[src/rtl/sm83_pkg.sv]
// rtl/sm83_pkg.sv - shared SM83 ALU types, op codes and flag bit positions
package sm83_pkg;

  typedef enum logic [2:0] {
    ALU_COPY_A   = 3'd0,
    ALU_COPY_B   = 3'd1,
    ALU_INC_B    = 3'd2,
    ALU_DEC_B    = 3'd3,
    ALU_ADD_LO   = 3'd4,
    ALU_ADD_HI   = 3'd5,
    ALU_INST_ALU = 3'd6,
    ALU_INST_ACC = 3'd7
  } alu_op_e;

  typedef enum logic [0:0] {
    SEL_A_ACC  = 1'b0,
    SEL_A_REG1 = 1'b1
  } alu_sel_a_e;

  typedef enum logic [0:0] {
    SEL_B_REG2 = 1'b0,
    SEL_B_SIGN = 1'b1
  } alu_sel_b_e;

  typedef enum logic [1:0] {
    FLAG_SET_NONE    = 2'd0,
    FLAG_SET_ALL     = 2'd1,
    FLAG_SET_KEEP_Z  = 2'd2,
    FLAG_SET_CLEAR_Z = 2'd3
  } alu_flag_set_e;

  // Bit positions inside the 4-bit {Z,N,H,C} flag vector
  localparam int FLAG_C = 0;
  localparam int FLAG_H = 1;
  localparam int FLAG_N = 2;
  localparam int FLAG_Z = 3;

  // Core op codes not derived directly from instruction bits
  localparam logic [4:0] CORE_ADD_LO = 5'b00000;
  localparam logic [4:0] CORE_ADD_HI = 5'b00001;
  localparam logic [4:0] CORE_COPY_A = 5'b11000;
  localparam logic [4:0] CORE_COPY_B = 5'b11001;
  localparam logic [4:0] CORE_INC_B  = 5'b11010;
  localparam logic [4:0] CORE_DEC_B  = 5'b11011;

  localparam logic [2:0] OP_ADD = 3'd0;
  localparam logic [2:0] OP_ADC = 3'd1;
  localparam logic [2:0] OP_SUB = 3'd2;
  localparam logic [2:0] OP_SBC = 3'd3;
  localparam logic [2:0] OP_AND = 3'd4;
  localparam logic [2:0] OP_XOR = 3'd5;
  localparam logic [2:0] OP_OR  = 3'd6;
  localparam logic [2:0] OP_CP  = 3'd7;

  localparam logic [2:0] ACC_RLCA = 3'd0;
  localparam logic [2:0] ACC_RRCA = 3'd1;
  localparam logic [2:0] ACC_RLA  = 3'd2;
  localparam logic [2:0] ACC_RRA  = 3'd3;
  localparam logic [2:0] ACC_DAA  = 3'd4;
  localparam logic [2:0] ACC_CPL  = 3'd5;
  localparam logic [2:0] ACC_SCF  = 3'd6;
  localparam logic [2:0] ACC_CCF  = 3'd7;

  function automatic logic [3:0] pack_flags(input logic z, input logic n, input logic h,
                                            input logic c);
    return {z, n, h, c};
  endfunction

endpackage

[src/rtl/sm83_alu_core.sv]
// rtl/sm83_alu_core.sv - combinational SM83 ALU core: 5-bit op, operands and flags in, result and flags out
module sm83_alu_core
  import sm83_pkg::*;
(
  input  logic [7:0] a,
  input  logic [7:0] b,
  input  logic [4:0] op,
  input  logic [3:0] flag_in,
  output logic [7:0] out,
  output logic [3:0] flag_out
);

  logic       z_in, n_in, h_in, c_in, use_c;
  logic [8:0] add_res, sub_res;
  logic       add_h, sub_h;
  logic       daa_hi, daa_lo;
  logic [7:0] daa_adj, daa_res, inc_res, dec_res;

  assign z_in = flag_in[FLAG_Z];
  assign n_in = flag_in[FLAG_N];
  assign h_in = flag_in[FLAG_H];
  assign c_in = flag_in[FLAG_C];

  // Carry-in only for ADC/SBC; CP shares op[0]=1 but must ignore it
  assign use_c = c_in & op[0] & ~op[2];

  assign add_res = {1'b0, a} + {1'b0, b} + {8'd0, use_c};
  assign sub_res = {1'b0, a} - {1'b0, b} - {8'd0, use_c};

  // Carry/borrow into bit 4 recovered from the bit-4 sum: a4 ^ b4 ^ r4
  assign add_h = a[4] ^ b[4] ^ add_res[4];
  assign sub_h = a[4] ^ b[4] ^ sub_res[4];

  assign daa_hi  = n_in ? c_in : (c_in | (a > 8'h99));
  assign daa_lo  = n_in ? h_in : (h_in | (a[3:0] > 4'd9));
  assign daa_adj = {1'b0, daa_hi, daa_hi, 2'b00, daa_lo, daa_lo, 1'b0};
  assign daa_res = n_in ? (a - daa_adj) : (a + daa_adj);

  assign inc_res = b + 8'd1;
  assign dec_res = b - 8'd1;

  always_comb begin
    out      = a;
    flag_out = flag_in;
    case (op[4:3])
      2'b00: begin
        case (op[2:0])
          OP_ADD, OP_ADC: begin
            out      = add_res[7:0];
            flag_out = pack_flags(add_res[7:0] == 8'd0, 1'b0, add_h, add_res[8]);
          end
          OP_SUB, OP_SBC: begin
            out      = sub_res[7:0];
            flag_out = pack_flags(sub_res[7:0] == 8'd0, 1'b1, sub_h, sub_res[8]);
          end
          OP_AND: begin
            out      = a & b;
            flag_out = pack_flags((a & b) == 8'd0, 1'b0, 1'b1, 1'b0);
          end
          OP_XOR: begin
            out      = a ^ b;
            flag_out = pack_flags((a ^ b) == 8'd0, 1'b0, 1'b0, 1'b0);
          end
          OP_OR: begin
            out      = a | b;
            flag_out = pack_flags((a | b) == 8'd0, 1'b0, 1'b0, 1'b0);
          end
          default: begin
            out      = a;
            flag_out = pack_flags(sub_res[7:0] == 8'd0, 1'b1, sub_h, sub_res[8]);
          end
        endcase
      end
      2'b01: begin
        case (op[2:0])
          ACC_RLCA: begin
            out      = {a[6:0], a[7]};
            flag_out = pack_flags(1'b0, 1'b0, 1'b0, a[7]);
          end
          ACC_RRCA: begin
            out      = {a[0], a[7:1]};
            flag_out = pack_flags(1'b0, 1'b0, 1'b0, a[0]);
          end
          ACC_RLA: begin
            out      = {a[6:0], c_in};
            flag_out = pack_flags(1'b0, 1'b0, 1'b0, a[7]);
          end
          ACC_RRA: begin
            out      = {c_in, a[7:1]};
            flag_out = pack_flags(1'b0, 1'b0, 1'b0, a[0]);
          end
          ACC_DAA: begin
            out      = daa_res;
            flag_out = pack_flags(daa_res == 8'd0, n_in, 1'b0, daa_hi);
          end
          ACC_CPL: begin
            out      = ~a;
            flag_out = pack_flags(z_in, 1'b1, 1'b1, c_in);
          end
          ACC_SCF: begin
            out      = a;
            flag_out = pack_flags(z_in, 1'b0, 1'b0, 1'b1);
          end
          default: begin
            out      = a;
            flag_out = pack_flags(z_in, 1'b0, 1'b0, ~c_in);
          end
        endcase
      end
      2'b11: begin
        case (op)
          CORE_COPY_B: out = b;
          CORE_INC_B: begin
            out      = inc_res;
            flag_out = pack_flags(inc_res == 8'd0, 1'b0, b[3:0] == 4'hF, c_in);
          end
          CORE_DEC_B: begin
            out      = dec_res;
            flag_out = pack_flags(dec_res == 8'd0, 1'b1, b[3:0] == 4'h0, c_in);
          end
          default: out = a;
        endcase
      end
      default: out = a;
    endcase
  end

endmodule

[src/rtl/sm83_alu_unit.sv]
// rtl/sm83_alu_unit.sv - SM83 ALU slice: operand select, op encode, flag-set mask and internal carry
module sm83_alu_unit
  import sm83_pkg::*;
(
  input  logic       clk,
  input  logic       reset,
  input  logic [1:0] t_cycle,
  input  logic [2:0] alu_op,
  input  logic       alu_sel_a,
  input  logic       alu_sel_b,
  input  logic [1:0] alu_flag_set,
  input  logic [2:0] inst_op,
  input  logic [7:0] reg_a,
  input  logic [7:0] reg1,
  input  logic [7:0] reg2,
  input  logic [3:0] flag_read,
  output logic [7:0] alu_out,
  output logic [3:0] flag_next,
  output logic       flag_write
);

  alu_op_e       op;
  alu_flag_set_e flag_set;
  logic [7:0]    a, b;
  logic [4:0]    core_op;
  logic [3:0]    core_flag_in, core_flag_out;
  logic          icarry;

  assign op       = alu_op_e'(alu_op);
  assign flag_set = alu_flag_set_e'(alu_flag_set);

  assign a = (alu_sel_a_e'(alu_sel_a) == SEL_A_REG1) ? reg1 : reg_a;
  assign b = (alu_sel_b_e'(alu_sel_b) == SEL_B_SIGN) ? {8{reg2[7]}} : reg2;

  always_comb begin
    core_op = CORE_COPY_A;
    case (op)
      ALU_COPY_A:   core_op = CORE_COPY_A;
      ALU_COPY_B:   core_op = CORE_COPY_B;
      ALU_INC_B:    core_op = CORE_INC_B;
      ALU_DEC_B:    core_op = CORE_DEC_B;
      ALU_ADD_LO:   core_op = CORE_ADD_LO;
      ALU_ADD_HI:   core_op = CORE_ADD_HI;
      ALU_INST_ALU: core_op = {2'b00, inst_op};
      ALU_INST_ACC: core_op = {2'b01, inst_op};
      default:      core_op = CORE_COPY_A;
    endcase
  end

  // High byte of a 16-bit add sees only the carry saved from the low byte
  assign core_flag_in = (op == ALU_ADD_HI) ? {3'b000, icarry} : flag_read;

  sm83_alu_core u_core (
    .a        (a),
    .b        (b),
    .op       (core_op),
    .flag_in  (core_flag_in),
    .out      (alu_out),
    .flag_out (core_flag_out)
  );

  always_comb begin
    flag_next = core_flag_in;
    case (flag_set)
      FLAG_SET_NONE:    flag_next = core_flag_in;
      FLAG_SET_ALL:     flag_next = core_flag_out;
      FLAG_SET_KEEP_Z:  flag_next = {flag_read[FLAG_Z], core_flag_out[FLAG_N:FLAG_C]};
      FLAG_SET_CLEAR_Z: flag_next = {1'b0, core_flag_out[FLAG_N:FLAG_C]};
      default:          flag_next = core_flag_in;
    endcase
  end

  assign flag_write = (flag_set != FLAG_SET_NONE);

  always_ff @(posedge clk) begin
    if (reset) begin
      icarry <= 1'b0;
    end else if (t_cycle == 2'd3 && op == ALU_ADD_LO) begin
      icarry <= core_flag_out[FLAG_C];
    end
  end

endmodule

[config.mk]
export PLATFORM = sky130hd
export DESIGN_NAME = sm83_alu_unit
export DESIGN_NICKNAME = d
export VERILOG_FILES = /design/src/rtl/sm83_pkg.sv /design/src/rtl/sm83_alu_core.sv /design/src/rtl/sm83_alu_unit.sv
export SDC_FILE = /design/constraint.sdc
export NUM_CORES = 1
export LEC_CHECK = 0
export CORE_UTILIZATION = 25
export DETAILED_ROUTE_END_ITERATION = 10
export DONT_BUFFER_PORTS = 1
export SETUP_SLACK_MARGIN = 0.4
export SLEW_MARGIN = 25
export SYNTH_ARGS = -nofsm -noshare
export SYNTH_HDL_FRONTEND = slang
export SYNTH_SLANG_ARGS = --single-unit
[constraint.sdc]
create_clock -name clk -period 4.9 [get_ports clk]
set_input_delay 0.49 -clock clk [delete_from_list [all_inputs] [get_ports clk]]
set_output_delay 0.49 -clock clk [all_outputs]
set_load 0.02 [all_outputs]
==> metrics.txt <==
status=finished, final reports clean; Async SR Flop Fraction=0; I/O Pins=55; max-slew violations=0; clock transition at the registers of the reported paths=0 ns; Routed WL=13.7 mm; mux contribution to synthesized area=0.0534; final net count=568; crit path time final=4.35 ns; Hold Violations, Final=0; Worst-Skew Late Latency=0 ns; Avg Inst Size Synth=6.77 µm²; via count=4026; Fmax=230 MHz; HPWL after detailed placement=10.9 mm; Critical Path Fanout Max=12; post-synthesis simple-gate area fraction=0.224; Die W=118 µm; biggest regs=icarry: 1 flops; largest net degree at the start of global routing=38; mapped cell area=3350 µm²; TNS Setup=0 ns; number of global-route vias before repair=3657; sequential power share=0.015; Syn Nets=582; Largest register FFs=1; Synth Area in Adders=0.179; initial antenna violation count=0; PwrDens=158 nW/µm²; most used cell, CP=nand2_1; sequential fraction of the synthesis area=0.00597; PortBufs=0; crit path max-delay cell type=a221o_1; RD Place Congestion=1.07; Die Y=118 µm; critical path's top delay family=compound AO/OA/AOI/OAI gates; share of layout cells above drive strength 1=0.0668; largest family of logic cells by synthesized area=compound AO/OA/AOI/OAI gates; Ant. Diodes=0; Pwr Total=566 µW; Synth Flop Type=dfxtp_1; Compound-Gate Fraction of Synth Area=0.376; critical path required time=4.41 ns; CTS Hold Bufs=0; detailed router's first-iteration violation count=522; CP arrival=3.86 ns; Avg WL per Cell=21.1 µm; via density per instance=6.18; Final Setup Violations=0; Max stage delay on crit path=0.36 ns; WS Path Type=input pin to primary output; Final period util=0.888; core area=12800 µm²; ANT nets after route=0; die area=13900 µm²; Ys Warns=0; post-synth cell types=72; TritonRoute pass-1 iters=5; Max Cap Viol=0; row count=41; Largest Register=icarry; RSZ-0062 raised after global routing=false; CP endpoint kind=primary output; clock share of power=0; Syn Inst Count=495; GRT Util Overall=0.187; Initial Util=0.261; EDFF count, synth=0; sw frac=0.610; crit start category=input pin; global route overflow=0; Worst VDD drop=0.0413 mV; Buf/Inv on CP=0; Leak Pwr=0.00141 µW; register bit total from synthesis=1; crit path cell chain=mux2i_4 > a211oi_4 > a21oi_2 > o31a_2 > ha_1 > nand2_1 > nand2_1 > ha_1 > and2_1 > a311o_1 > a21oi_2 > xnor2_1 > nand2_1 > a221o_1 > o211ai_1; post-synthesis xor/xnor area fraction=0.0758; DRC Markers=0; Worst-Margin Slew=0.929 ns; Hold Path Class=flip-flop to flip-flop; first-pass GRT wire length=20.9 mm; Worst slew margin=0.374; combinational power share=0.985; area grow syn2layout=6.79%; Setup Skew=0 ns; net switching power=346 µW; Power Internal=221 µW
-- synth_stat cells (all sizes together) (8+ instances only) --
master / n / area (µm²)
a211oi: 12 / 95.1
a21oi: 44 / 220
a221oi: 8 / 70.1
buf: 12 / 58.8
clkbuf: 20 / 75.1
ha: 40 / 500
inv: 41 / 154
mux2i: 16 / 164
nand2: 29 / 109
nand2b: 8 / 50.1
nand3: 20 / 100
nor2: 36 / 135
nor3: 16 / 90.1
o21ai: 38 / 190
o221ai: 9 / 78.8
xnor2: 21 / 184
xor2: 8 / 70.1
-- per-layer routing --
metal,up-vias,track usage,routed length [µm]
met5,-,0,0
met4,0,0.0417,353
met3,37,0.0465,1590
met2,272,0.291,5930
met1,1894,0.257,5840
li1,1823,-,-
-- layout by cell type, fill, tap and decap left out, types with 4 or more instances in the layout --
cell / instances
nor2_1: 35
xnor2_1: 21
nand3_1: 20
inv_1: 41
a211oi_1: 11
and2_1: 6
fa_1: 5
nand2_1: 29
nand2b_1: 8
nand4_1: 4
a32oi_1: 7
o211ai_1: 6
o221ai_1: 9
mux2i_1: 15
nor4_1: 4
a21oi_1: 42
a221oi_1: 8
a22oi_1: 4
nor3_1: 14
o22ai_1: 7
o21ai_0: 36
o21a_1: 6
xor2_1: 8
ha_1: 40
nor2b_1: 5
a31oi_1: 7
buf_4: 16
-- cells by family (layout without fill, tap and decap cells) --
kind of cell | after synthesis | after routing
compound gates | 184 | 184
simple gates | 146 | 146
buf+inv | 73 | 57
fa+ha+maj | 45 | 45
xor+xnor | 29 | 29
mux | 17 | 17
flops | 1 | 1
-- what timing repair did --
| item | CTS | global route |
|---|---|---|
| endpoints found under the setup margin | 0 | 3 |
| resized for setup | 0 | 7 |
| hold endpoints to repair | 0 | 0 |
| buffers inserted | 0 | 1 |
-- layout make-up --
type                    count  area (µm²)
multi-input cells         421        3070
repair buffers             16         120
well taps                 172         215
fillers                  1452        9250
inverters                  41         154
flip-flops and latches      1        20.0
-- power by group through the flow --
| stage | Clock [µW] | Combinational (µW) | Sequential, µW |
|---|---|---|---|
| final | 0 | 558 | 8.66 |
| after global routing | 0 | 602 | 8.65 |
| after CTS | 0 | 538 | 8.64 |
| after detailed placement | 0 | 534 | 8.63 |
| after global placement | 0 | 533 | 8.64 |
| after floorplan | 0 | 410 | 8.56 |
-- path summary, 6_finish.rpt --
kind / endpoint / depth (start not counted) / slack [ns] / startpoint
worst min register to register: icarry$_SDFFE_PP0P_ / 3 / 0.56 / icarry$_SDFFE_PP0P_
worst max-delay path: alu_out[7] / 15 / 0.55 / alu_sel_a
worst max register to register: icarry$_SDFFE_PP0P_ / 13 / 1.74 / icarry$_SDFFE_PP0P_
worst min-delay path: icarry$_SDFFE_PP0P_ / 3 / 0.56 / icarry$_SDFFE_PP0P_
-- per-stage QoR --
step                hold WS, ns  worst slack (ns)  cells  area [µm²]   util
floorplan                 0.506             0.761    495        3350      -
detailed placement        0.549             0.444    650        3550  0.276
CTS                       0.550             0.447    650        3550  0.276
finish                    0.556             0.548    651        3580  0.279
global placement          0.544             0.540    650        3550  0.276
global route              0.575             0.351    651        3580  0.279
-- worst min-delay path, delay by kind of cell (launching register included) --
| family | cells | cell delay (ns) |
|---|---|---|
| AO/OA/AOI/OAI | 2 | 0.13 |
| buffers and inverters | 1 | 0.06 |
| flip-flops | 1 | 0.31 |
Note: power is estimated with default switching activity, not from simulation.
